<file path="src/rtl/reg_mem_pkg.sv">
// Shared constants and the address range helper for the reg_mem register file.
package reg_mem_pkg;

    localparam int DEFAULT_DATA_WIDTH = 8;
    localparam int DEFAULT_ADDR_BITS  = 32;
    localparam int DEFAULT_DEPTH      = 32;

    // Full-width compare so upper address bits can never alias onto a real word.
    function automatic logic addr_in_range(input logic [63:0] addr, input logic [63:0] depth);
        return addr < depth;
    endfunction

endpackage

</file>
<file path="src/rtl/reg_mem.sv">
// Flip-flop register file: one shared address, synchronous write, combinational read,
// contents cleared by asynchronous active-low reset.
module reg_mem
    import reg_mem_pkg::*;
#(
    parameter int DATA_WIDTH = DEFAULT_DATA_WIDTH,
    parameter int ADDR_BITS  = DEFAULT_ADDR_BITS,
    parameter int DEPTH      = DEFAULT_DEPTH
) (
    input  logic                  clk,
    input  logic                  rst_n,
    input  logic [ADDR_BITS-1:0]  addr,
    input  logic [DATA_WIDTH-1:0] data_in,
    input  logic                  wen,
    output logic [DATA_WIDTH-1:0] data_out
);

    localparam int IDX_W = (DEPTH > 1) ? $clog2(DEPTH) : 1;

    if (DEPTH < 1) begin : g_bad_depth
        $error("reg_mem: DEPTH must be at least 1");
    end
    if (ADDR_BITS < 1 || ADDR_BITS > 64) begin : g_bad_addr_bits
        $error("reg_mem: ADDR_BITS must be in 1..64");
    end
    if (((64'(DEPTH) - 64'd1) >> ADDR_BITS) != 64'd0) begin : g_depth_too_big
        $error("reg_mem: DEPTH-1 is not representable in ADDR_BITS");
    end

    logic [DATA_WIDTH-1:0] mem [DEPTH];
    logic                  in_range;
    logic [IDX_W-1:0]      idx;

    assign in_range = addr_in_range(64'(addr), 64'(DEPTH));
    assign idx      = addr[IDX_W-1:0];

    // NOTE: the whole array is reset here on purpose; a reset loop over a memory
    // forces flip-flops and rules out block-RAM inference, which is what we want.
    always_ff @(posedge clk or negedge rst_n) begin
        if (!rst_n) begin
            for (int i = 0; i < DEPTH; i++) begin
                mem[i] <= '0;
            end
        end else if (wen && in_range) begin
            mem[idx] <= data_in;
        end
    end

    // NOTE: assign a default before the conditional so no path leaves data_out
    // unassigned, which would otherwise infer a latch.
    always_comb begin
        data_out = '0;
        if (in_range) begin
            data_out = mem[idx];
        end
    end

endmodule

</file>
<file path="config.mk">
export PLATFORM = sky130hd
export DESIGN_NAME = reg_mem
export DESIGN_NICKNAME = d
export VERILOG_FILES = /design/src/rtl/reg_mem_pkg.sv /design/src/rtl/reg_mem.sv
export SDC_FILE = /design/constraint.sdc
export NUM_CORES = 1
export LEC_CHECK = 0
export BUFFER_PORTS_ARGS = -buffer_cell sky130_fd_sc_hd__buf_2
export CORE_MARGIN = 4
export CORE_UTILIZATION = 55
export CTS_CLUSTER_SIZE = 28
export DETAILED_ROUTE_END_ITERATION = 8
export GPL_TIMING_DRIVEN = 0
export PLACE_DENSITY_LB_ADDON = 0.12
export RECOVER_POWER = 50
export SLEW_MARGIN = 10
export SYNTH_ARGS = -nofsm -noshare
export SYNTH_HDL_FRONTEND = slang
export SYNTH_SLANG_ARGS = --single-unit
</file>
<file path="constraint.sdc">
create_clock -name clk -period 5.3 [get_ports clk]
set_input_delay 1.06 -clock clk [delete_from_list [all_inputs] [get_ports clk]]
set_output_delay 1.06 -clock clk [all_outputs]
set_load 0.03 [all_outputs]
</file>
; After elaboration in Yosys (flattened, before gate mapping)
; Cells that the tools add are included.
[word_totals]
out_inout_bits = 8
input_bits = 43
register_bits = 256
elab_cells = 45
[op_classes]
bitwise = 1
mux = 7
reduce_logical = 2
magnitude_cmp = 3
[ops]
columns = cell, count
row1 = $bwmux 256, 1
row2 = $bmux 8 s5, 1
row3 = $demux 8 s5, 1
row4 = $lt 32x6->1 const B, 1
row5 = $mux 8, 4
row6 = $ge 6x6->1 const B, 1
row7 = $lt 6x1->1 const B, 1
row8 = $not 5->6, 1
row9 = $logic_and 1x1->1, 2

; Depth between registers and ports, before layout
; Gate-level depths: netlist (run 1).
[depth]
word_depth = 6
mapped_depth = 6
ltp_nobuf = 4

; Worst setup path after synthesis (run 1)
; Ideal clock, no wire load.
[synth_path]
path_kind = in2out
start = in addr[11]
end = out data_out[1]
required_ns = 4.240
setup_slack_ns = 0.501
t_arrival_ns = 3.739
path_stages = 6
path_buffers = 2
path_cell_list = nor4_1 > nand3_1 > buf_4 > buf_4 > or3_1 > a2111oi_0
[synth_via]
elab_chain_len = 2
[synth_lines]
columns = item, line_no
row1 = "start, declared", reg_mem.sv:12  ; input logic [ADDR_BITS-1:0] addr,
row2 = $lt 32x6->1, reg_mem_pkg.sv:10  ; return addr < depth;
row3 = $mux 8, reg_mem.sv:53  ; if (in_range) begin
row4 = "end, declared", reg_mem.sv:15  ; output logic [DATA_WIDTH-1:0] data_out
; Every way passes these cells.

; Worst setup path in the final report (run 1)
[layout_path]
start = in addr[1]
end = out data_out[1]
[layout_via]
elab_chain_len = 5
elab_cells_between_ends = 6
cone_classes = order compare (1) / mux (4) / bitwise (1)
[layout_lines]
columns = item, line_no
row1 = branches (longest 4 deep; another with $lt 32x6->1), -
row2 = $mux 8 *, reg_mem.sv:53
; Mark *: on every way between the ends. The select of a mux whose other input is x is not followed.

==> results list, run 1 <==
- The final layout contains routed wiring with a total length of about 31000 um.
- Die X: roughly 160 um
* Number of synthesis warnings: 0
* Finish-stage setup viols: 0
- The multi-input combinational cells in the finished layout cover a total of approximately 5600 sq um.
* Number of antenna violations at the first check in global routing: 1
- Reg area: about 6400 sq um
* Launch instance of the worst min-delay path: mem[37]
- Type of element capturing the critical path: primary output
* Starting density of the core: 56.4%
- Count of maximum capacitance violations: 2
- After detailed routing, the number of vias per cell comes to 6.41.
- Biggest register: mem
- Routed signal wires occupy layers up through met4.
* Skew final: 0 ns
* Power spent charging and discharging nets: just over 900 uW
- In this design, the stage delay of the slowest critical-path cell is around 0.84 ns.
- The cell sitting at the root of the clock tree is a sky130_fd_sc_hd__clkbuf_16.
* Vias in the first global route: approximately 8000
* Critical path startpoint: addr[1]
- Total congestion overflow: 0
- Placed wire-length estimate: between 20000 and 25000 um
- TritonCTS built the clock tree.
- The area growth from synthesis to layout is 12.6%.
- Largest net degree at the start of global routing: about 110
- Syn nets: 800
- Derived from the worst setup path, the maximum achievable clock frequency is around 0.20 GHz.
- Measured in cells, the most critical reg-to-reg path has a length of 1.
- Fill cells in the final layout number 1594.
- STA puts the critical path data arrival time at approximately 3.9 ns.
- In this run, placement finished with an instance count of between 1000 and 1500.
* Average size of a mapped cell: around 16 sq um
- RSZ-0062 raised after global routing: false
- The cell family contributing the most delay on the critical path is buffers and inverters.
- Subtracting the final worst setup slack from the clock period gives around 5 ns.
* Post-route clock period utilization: between 90% and 100%
* Peak VDD IR: approximately 0.27 mV
* Critical path capture point: data_out[1]
* Critical-path maximum fanout: 10
- DR vias: ~7300
- Violated checks: capacitance limit, slew limit
* Sequential area share after synthesis: about half
- Routability-driven placement finished with a final weighted congestion of 0.859.
- Area fraction of the dominant cell type after synthesis: between 50% and 60%
- Cell type with the largest total area after synthesis: sky130_fd_sc_hd__dfrtp_1
* Compound-gate portion of the synthesized area: between 1.5 and 2%
- The run finished, with violations left.
* Net count of the finished layout: around 880
- The register with the most flip-flops in the layout has between 200 and 300 of them.
- CTS Buf Count: 28
- For this design, the sink count on the clock tree is 256.
* Routed metal-1 wirelength: 13300 um
* Register bit total from synthesis: between 200 and 300
- The clock network burns 46.9% of the power.
* Synth Instances: ~760
* Clock latency on the worst-skew pair: roughly 0.55 ns
- Top Registers: mem: 256 flops
- The min-delay analysis places its worst path in the category reg2reg.
- Met3 wire len: about 1800 um
* Maximum level of the CTS H-tree: 1
- The core region is 22000 sq um.
- The number of max-slew violations in the final report came to 82.
- Remaining DRCs: 0
- The most used flip-flop cell after synthesis is sky130_fd_sc_hd__dfrtp_1.
- In this run, post-CTS repair resized a total of 0 instances.
- The most numerous cell type found on the critical path is sky130_fd_sc_hd__buf_2.
- Worst hold slack after final layout: 0.501 ns
- The slowest stage of the critical path is the sky130_fd_sc_hd__a2111oi_0 cell.
- The worst setup path is launched from an input pin.
* Area share of fa/ha/maj cells after synthesis: 0%
- In this run the post-CTS setup repair buffer count came out at 0.
* Count of buffer and inverter cells on the critical path: 4
* Fraction of final layout cells with drive strength greater than 1: a little under three fifths
- Setup TNS: 0 ns
* Remaining max-slew budget at the tightest pin: -161%
- 1st-pass router iterations: 4
- Initial DRC count: ~550
- EDFF count, synth: 0
- After detailed routing, the average wire length per cell comes to between 20 and 30 um.
* Final setup margin: slightly above 0.3 ns
- The die covers approximately 25000 sq um.
- Type of the worst setup path: in2out
- DP Worst Slack: 0.440 ns
- The final count of hold timing violations is 0.
- Synthesized-area fraction occupied by xor and xnor cells: 0%
- The first global-routing pass estimated between 40000 and 50000 um of wire.
* Comb pwr share: under 10%
- Walking the worst path, the cells encountered are buf_2 > buf_2 > buf_1 > mux4_2 > mux2i_1 > a2111oi_0 > buf_2.
- Clock-pin slew reported for the worst setup and hold paths after clock tree synthesis: ~0.060 ns
- Share of flip-flops with an asynchronous set or reset: 100%
- In this run the power density over the cells is between 200 and 300 nW/um^2.
* Lkg Pwr: approximately 7 nW
- Quantity of hold-fixing buffers added after cts: 0
- After synthesis, the largest family of logic cells by area is multiplexers.
- Count of input and output buffers: 49
- FF-to-FF setup slack: around 4.5 ns
- Synth area leaders: sky130_fd_sc_hd__dfrtp_1 52%, sky130_fd_sc_hd__mux2_2 23%, sky130_fd_sc_hd__mux4_2 12%, sky130_fd_sc_hd__nor4_4 5.5%, sky130_fd_sc_hd__mux2i_1 0.97%
- Number of stages on the worst setup path: 7
- Internal Power: between 3 and 4 mW
* Sequential fraction of design power: a little under half
* Row count: between 50 and 60
- Measured along the y axis, the die boundary spans between 150 and 200 um.
- The count of nets left with antenna violations once routing finished came out at 0.
* Util after Layout: a little under two thirds
* Share of cell area taken by muxes after synthesis: between 30% and 40%
- For this design the top-level I/O count stands at between 50 and 60.
- In this run the cell area of the synthesized design comes to between 10000 and 15000 sq um.
- FF-to-FF Start: mem[251]
- Met2 layer wire length in the routed design: between 15000 and 20000 um
* Number of different library cells in the post-synthesis netlist: 36
- Global routing usage summed across all routing layers: about a quarter
- The longest clock path from root to sink contains 3 buffers.
- After Yosys synthesis, and, or, nand and nor cells account for a little under 8% of the synthesized area.
- Net switching fraction of the power: 22.7%
* Count of placed standard cells in the final layout, fillers left out: roughly 1100
* CP Data Required Time: around 4.2 ns
- Endpoint of the most critical register-to-register path: mem[251]
- Transition time of the tightest slew-check pin: ~4 ns
==> cell families after synthesis <==
| family | count (synthesis) |
|---|---|
| compound gates | 27 |
| buf+inv | 62 |
| flops | 256 |
| mux | 332 |
| simple gates | 80 |
==> worst min-delay path by stage <==
stage                    end  slack, ns  cells after the start
global route        mem[238]       0.51                      1
global placement     mem[13]       0.48                      1
detailed placement  mem[155]       0.49                      1
floorplan           mem[104]       0.48                      1
CTS                 mem[250]       0.47                      1
finish               mem[37]       0.50                      1
==> synth_stat cells (2+ instances only) <==
master                      count
sky130_fd_sc_hd__dfrtp_1      256
sky130_fd_sc_hd__mux2_2       256
sky130_fd_sc_hd__mux4_2        64
sky130_fd_sc_hd__clkbuf_1      32
sky130_fd_sc_hd__nor4_4        32
sky130_fd_sc_hd__buf_2         14
sky130_fd_sc_hd__mux2i_1       12
sky130_fd_sc_hd__a2111oi_0      9
sky130_fd_sc_hd__buf_6          9
sky130_fd_sc_hd__nor3_1         6
sky130_fd_sc_hd__nor4_1         6
sky130_fd_sc_hd__o22ai_1        6
sky130_fd_sc_hd__nand2b_1       5
sky130_fd_sc_hd__nand3b_1       5
sky130_fd_sc_hd__nor2_1         5
sky130_fd_sc_hd__a22o_1         4
sky130_fd_sc_hd__and3_1         4
sky130_fd_sc_hd__buf_4          4
sky130_fd_sc_hd__nand2_1        3
sky130_fd_sc_hd__nor2b_1        3
sky130_fd_sc_hd__or3b_2         3
sky130_fd_sc_hd__a21oi_1        2
sky130_fd_sc_hd__buf_1          2
sky130_fd_sc_hd__o2111a_1       2
sky130_fd_sc_hd__or3_1          2
==> through the flow <==
step / total power [mW] / instance area [sq um]
floorplan: 2.09 / 12400
global placement: 2.18 / 13000
detailed placement: 2.20 / 13000
CTS: 4.11 / 14000
global route: 4.21 / 13900
finish: 4.07 / 13900
==> cell usage in the layout, fill, tap and decap left out, types with 3 or more instances in the layout <==
cell type,synthesis,routed
sky130_fd_sc_hd__clkbuf_1,32,40
sky130_fd_sc_hd__mux2_2,256,255
sky130_fd_sc_hd__mux2i_1,12,12
sky130_fd_sc_hd__nor4_4,32,31
sky130_fd_sc_hd__nand2_1,3,3
sky130_fd_sc_hd__nor2b_1,3,3
sky130_fd_sc_hd__nor3_1,6,6
sky130_fd_sc_hd__buf_4,4,4
sky130_fd_sc_hd__and3_1,4,4
sky130_fd_sc_hd__nor2_1,5,5
sky130_fd_sc_hd__a22o_1,4,4
sky130_fd_sc_hd__or3b_2,3,3
sky130_fd_sc_hd__a2111oi_0,9,9
sky130_fd_sc_hd__nand3b_1,5,5
sky130_fd_sc_hd__clkinv_2,0,3
sky130_fd_sc_hd__mux4_2,64,64
sky130_fd_sc_hd__dfrtp_1,256,256
sky130_fd_sc_hd__nand2b_1,5,5
sky130_fd_sc_hd__nor4_1,6,7
sky130_fd_sc_hd__o22ai_1,6,6
sky130_fd_sc_hd__clkbuf_16,0,28
sky130_fd_sc_hd__clkbuf_8,0,12
sky130_fd_sc_hd__buf_6,9,8
sky130_fd_sc_hd__buf_2,14,62
==> layout make-up <==
cell class                 instances  area share [%]
sequential                       256            46.0
multi-input combinational        439            40.3
clock buffer                      46            6.37
tap                              280            2.51
buffer                            62            2.34
timing repair buffer              51            2.15
clock inverter                     5           0.278
antenna                            2          0.0359
==> layer usage <==
layer	track usage, %	vias to the layer above
met2	42.7	213
li1	-	3079
met1	36.8	3970
met5	0	-
met4	6.54	0
met3	4.24	52
==> power groups by stage <==
stage	Sequential (mW)	Clock [mW]	Combinational (mW)
global placement	1.99	0	0.193
global route	1.95	2.03	0.224
finish	1.96	1.91	0.205
floorplan	1.99	0	0.0977
detailed placement	1.99	0	0.208
CTS	1.95	1.94	0.208
No activity file was read; power rests on OpenSTA's default activity.
==> run 2: changes to the inputs <==
--- a/config.mk
+++ b/config.mk
@@ -7,7 +7,7 @@
 export LEC_CHECK = 0
 export BUFFER_PORTS_ARGS = -buffer_cell sky130_fd_sc_hd__buf_2
 export CORE_MARGIN = 4
-export CORE_UTILIZATION = 55
+export CORE_UTILIZATION = 60
 export CTS_CLUSTER_SIZE = 28
 export DETAILED_ROUTE_END_ITERATION = 8
 export GPL_TIMING_DRIVEN = 0
==> constraint.sdc (replaced) <==
create_clock -name clk -period 6 [get_ports clk]
set_input_delay 1.2 -clock clk [delete_from_list [all_inputs] [get_ports clk]]
set_output_delay 1.2 -clock clk [all_outputs]
set_load 0.03 [all_outputs]
==> results list, run 2 (synthesis gave the netlist of run 1 again) <==
- Subtracting the final worst setup slack from the clock period gives around 5.5 ns.
- The multi-input combinational cells in the finished layout cover a total of approximately 5600 sq um.
- Sequence of cells on the critical path: clkbuf_1 > clkbuf_1 > buf_4 > mux4_2 > mux2i_1 > a2111oi_0 > buf_2
- Fill cell total of the finished layout: 1356
- The worst register-to-register path ends at mem[178].
- Final setup margin: between 0.4 and 0.5 ns
* Maximum level of the CTS H-tree: 1
* Net count of the finished layout: 880
* Number of stages on the worst setup path: 7
- At the end of the flow the core is filled with cells to 68.6%.
* Post-route total power: around 3.6 mW
- DP Worst Slack: roughly 0.84 ns
* I/O pin total: a little over 50
- For this run, the slowest stage of the critical path takes approximately 0.97 ns.
- Antenna cells: 0
- For this design, the CTS-stage hold fixing added 0 buffers.
- In this run the static leakage power is just under 7 nW.
* Count of maximum capacitance violations: 2
- The floorplan step defined a core boundary enclosing slightly above 20000 sq um.
- Antenna Nets Post-Route: 0
* Global routing usage summed across all routing layers: 28.6%
* CTS Buf Count: 27
* Startpoint Class: input pin
* Slew Viols, Final: 74
- Summing all non-filler instances in the final layout gives an area of about 14000 sq um.
- Hold Path Cell Cnt: 1
- Of all nets on the critical path, the largest fanout is 10.
* FF-to-FF Start: mem[178]
* Dominant delay contributor by cell family on the critical path: buffers and inverters
- The via count of the first global-routing pass is 7957.
* Total congestion overflow: 0
- Crit path max-delay cell type: sky130_fd_sc_hd__a2111oi_0
- 1st-pass router iterations: 4
- R2R depth: 1
- Routability Congestion: approximately 0.97
- Highest clock rate: between 0.15 and 0.2 GHz
- In this run the power density over the cells is 258 nW/um^2.
- Cells with a size suffix above 1 make up 55.6% of the layout.
- Root Buffer: sky130_fd_sc_hd__clkbuf_16
* Growth of design area from synthesis to finish: 12.1%
- In this run the worst setup path begins at addr[0].
- The final reports fail on capacitance limit, slew limit.
- The first global-routing pass estimated slightly below 50000 um of wire.
* Highest-count cells in the layout ignoring fill and taps: 256 x sky130_fd_sc_hd__mux2_2, 256 x sky130_fd_sc_hd__dfrtp_1, 64 x sky130_fd_sc_hd__mux4_2
* Initial DRC count: between 400 and 500
- Count of placed standard cells in the final layout, fillers left out: between 1000 and 1500
- The layer flagged by global routing as most heavily used is met2.
- In this design, the critical path's most frequently occurring cell is sky130_fd_sc_hd__clkbuf_1.
- Entering global routing, the biggest net connects between 100 and 150 pins.
- The final layout contains routed wiring with a total length of 31400 um.
- Worst hold slack after final layout: approximately 0.50 ns
- Remaining max-slew budget at the tightest pin: -155%
- Post-DR wirelength/cell: roughly 28 um
- For the pin with the worst max-slew slack, the measured transition is around 3.8 ns.
- Setup TNS: 0 ns
- Global routing used ~40% of the available met1 tracks.
- Following the worst setup path forward leads to its endpoint at data_out[1].
- Inst Count DP: 1078
* Arrival time reported for the critical path endpoint: 4.35 ns
- Top Registers: mem: 256 flops
- The final count of hold timing violations was 0.
- Placed Area: approximately 13000 sq um
- Setup violations remaining at the end of the flow were counted as 0.
- The worst setup path is of the in2out kind.
* Largest register FFs: between 200 and 300
* Peak VDD IR: roughly 0.23 mV
- Result of the run: finished, violations left
- Clock-pin slew was measured on the worst setup and hold paths at around 0.060 ns.
- Across all register-to-register paths, the minimum setup slack is between 5 and 6 ns.
- The initial utilization of the core area, before any placement, comes to about three fifths.
- Post-route clock period utilization: between 90% and 100%
- Floorplan die area: 23000 sq um
* DR vias: ~7300
- Counting along the longest clock path gives a buffer depth of 3.
- In this run the core area contains 52 standard-cell rows.
- The die is between 150 and 200 um wide.
* Global-route met2 utilization: between 40 and 50%
* Total setup buffers inserted after CTS: 0
- RSZ-0062 raised after global routing: false
* CP Data Required Time: 4.80 ns
* Remaining DRCs: 0
- The worst setup path is captured at a primary output.
* Placed wire-length estimate: approximately 22000 um
- Vert. Die Dim: roughly 150 um
- Number of antenna violations at the first check in global routing: 0
- In this run the worst hold path is classified as reg2reg.
- CTS resizes: 0
- Skew final: 0 ns
- Count of input and output buffers: 49
* Clock tree from TritonCTS: yes
- Clock latency on the worst-skew pair: 0.53 ns
* Met3 GRT Util: under 10%
- Number of clock sinks: roughly 260
- Detail-routed via count per cell: around 6.5
* Reg area: roughly 6400 sq um
* Count of buffer and inverter cells on the critical path: 4
- The register with the most flip-flops in the final layout is mem.
run 2: worst min-delay path by stage:
| stage | startpoint | end |
|---|---|---|
| after CTS | mem[237] | mem[237] |
| after detailed placement | mem[97] | mem[97] |
| after global routing | mem[237] | mem[237] |
| final | mem[166] | mem[166] |
| after global placement | mem[137] | mem[137] |
| after floorplan | mem[104] | mem[104] |
run 2: final cells by class:
class                      count  share of cell area [%]
timing repair buffer          51                    2.15
clock inverter                 9                   0.613
multi-input combinational    439                    40.5
tap                          270                    2.43
buffer                        62                    2.30
sequential                   256                    46.2
clock buffer                  39                    5.84
run 2: routing by layer:
metal | up-vias | part of all wire, %
li1 | 3053 | -
met1 | 3974 | 44
met2 | 201 | 50
met3 | 59 | 3.9
met4 | 0 | 2.9
met5 | - | 0
run 2: report_power, final:
group / switching (mW) / internal (mW)
sequential: 0.00000000728 / 1.73
combinational: 0.134 / 0.0492
clock: 0.691 / 0.981
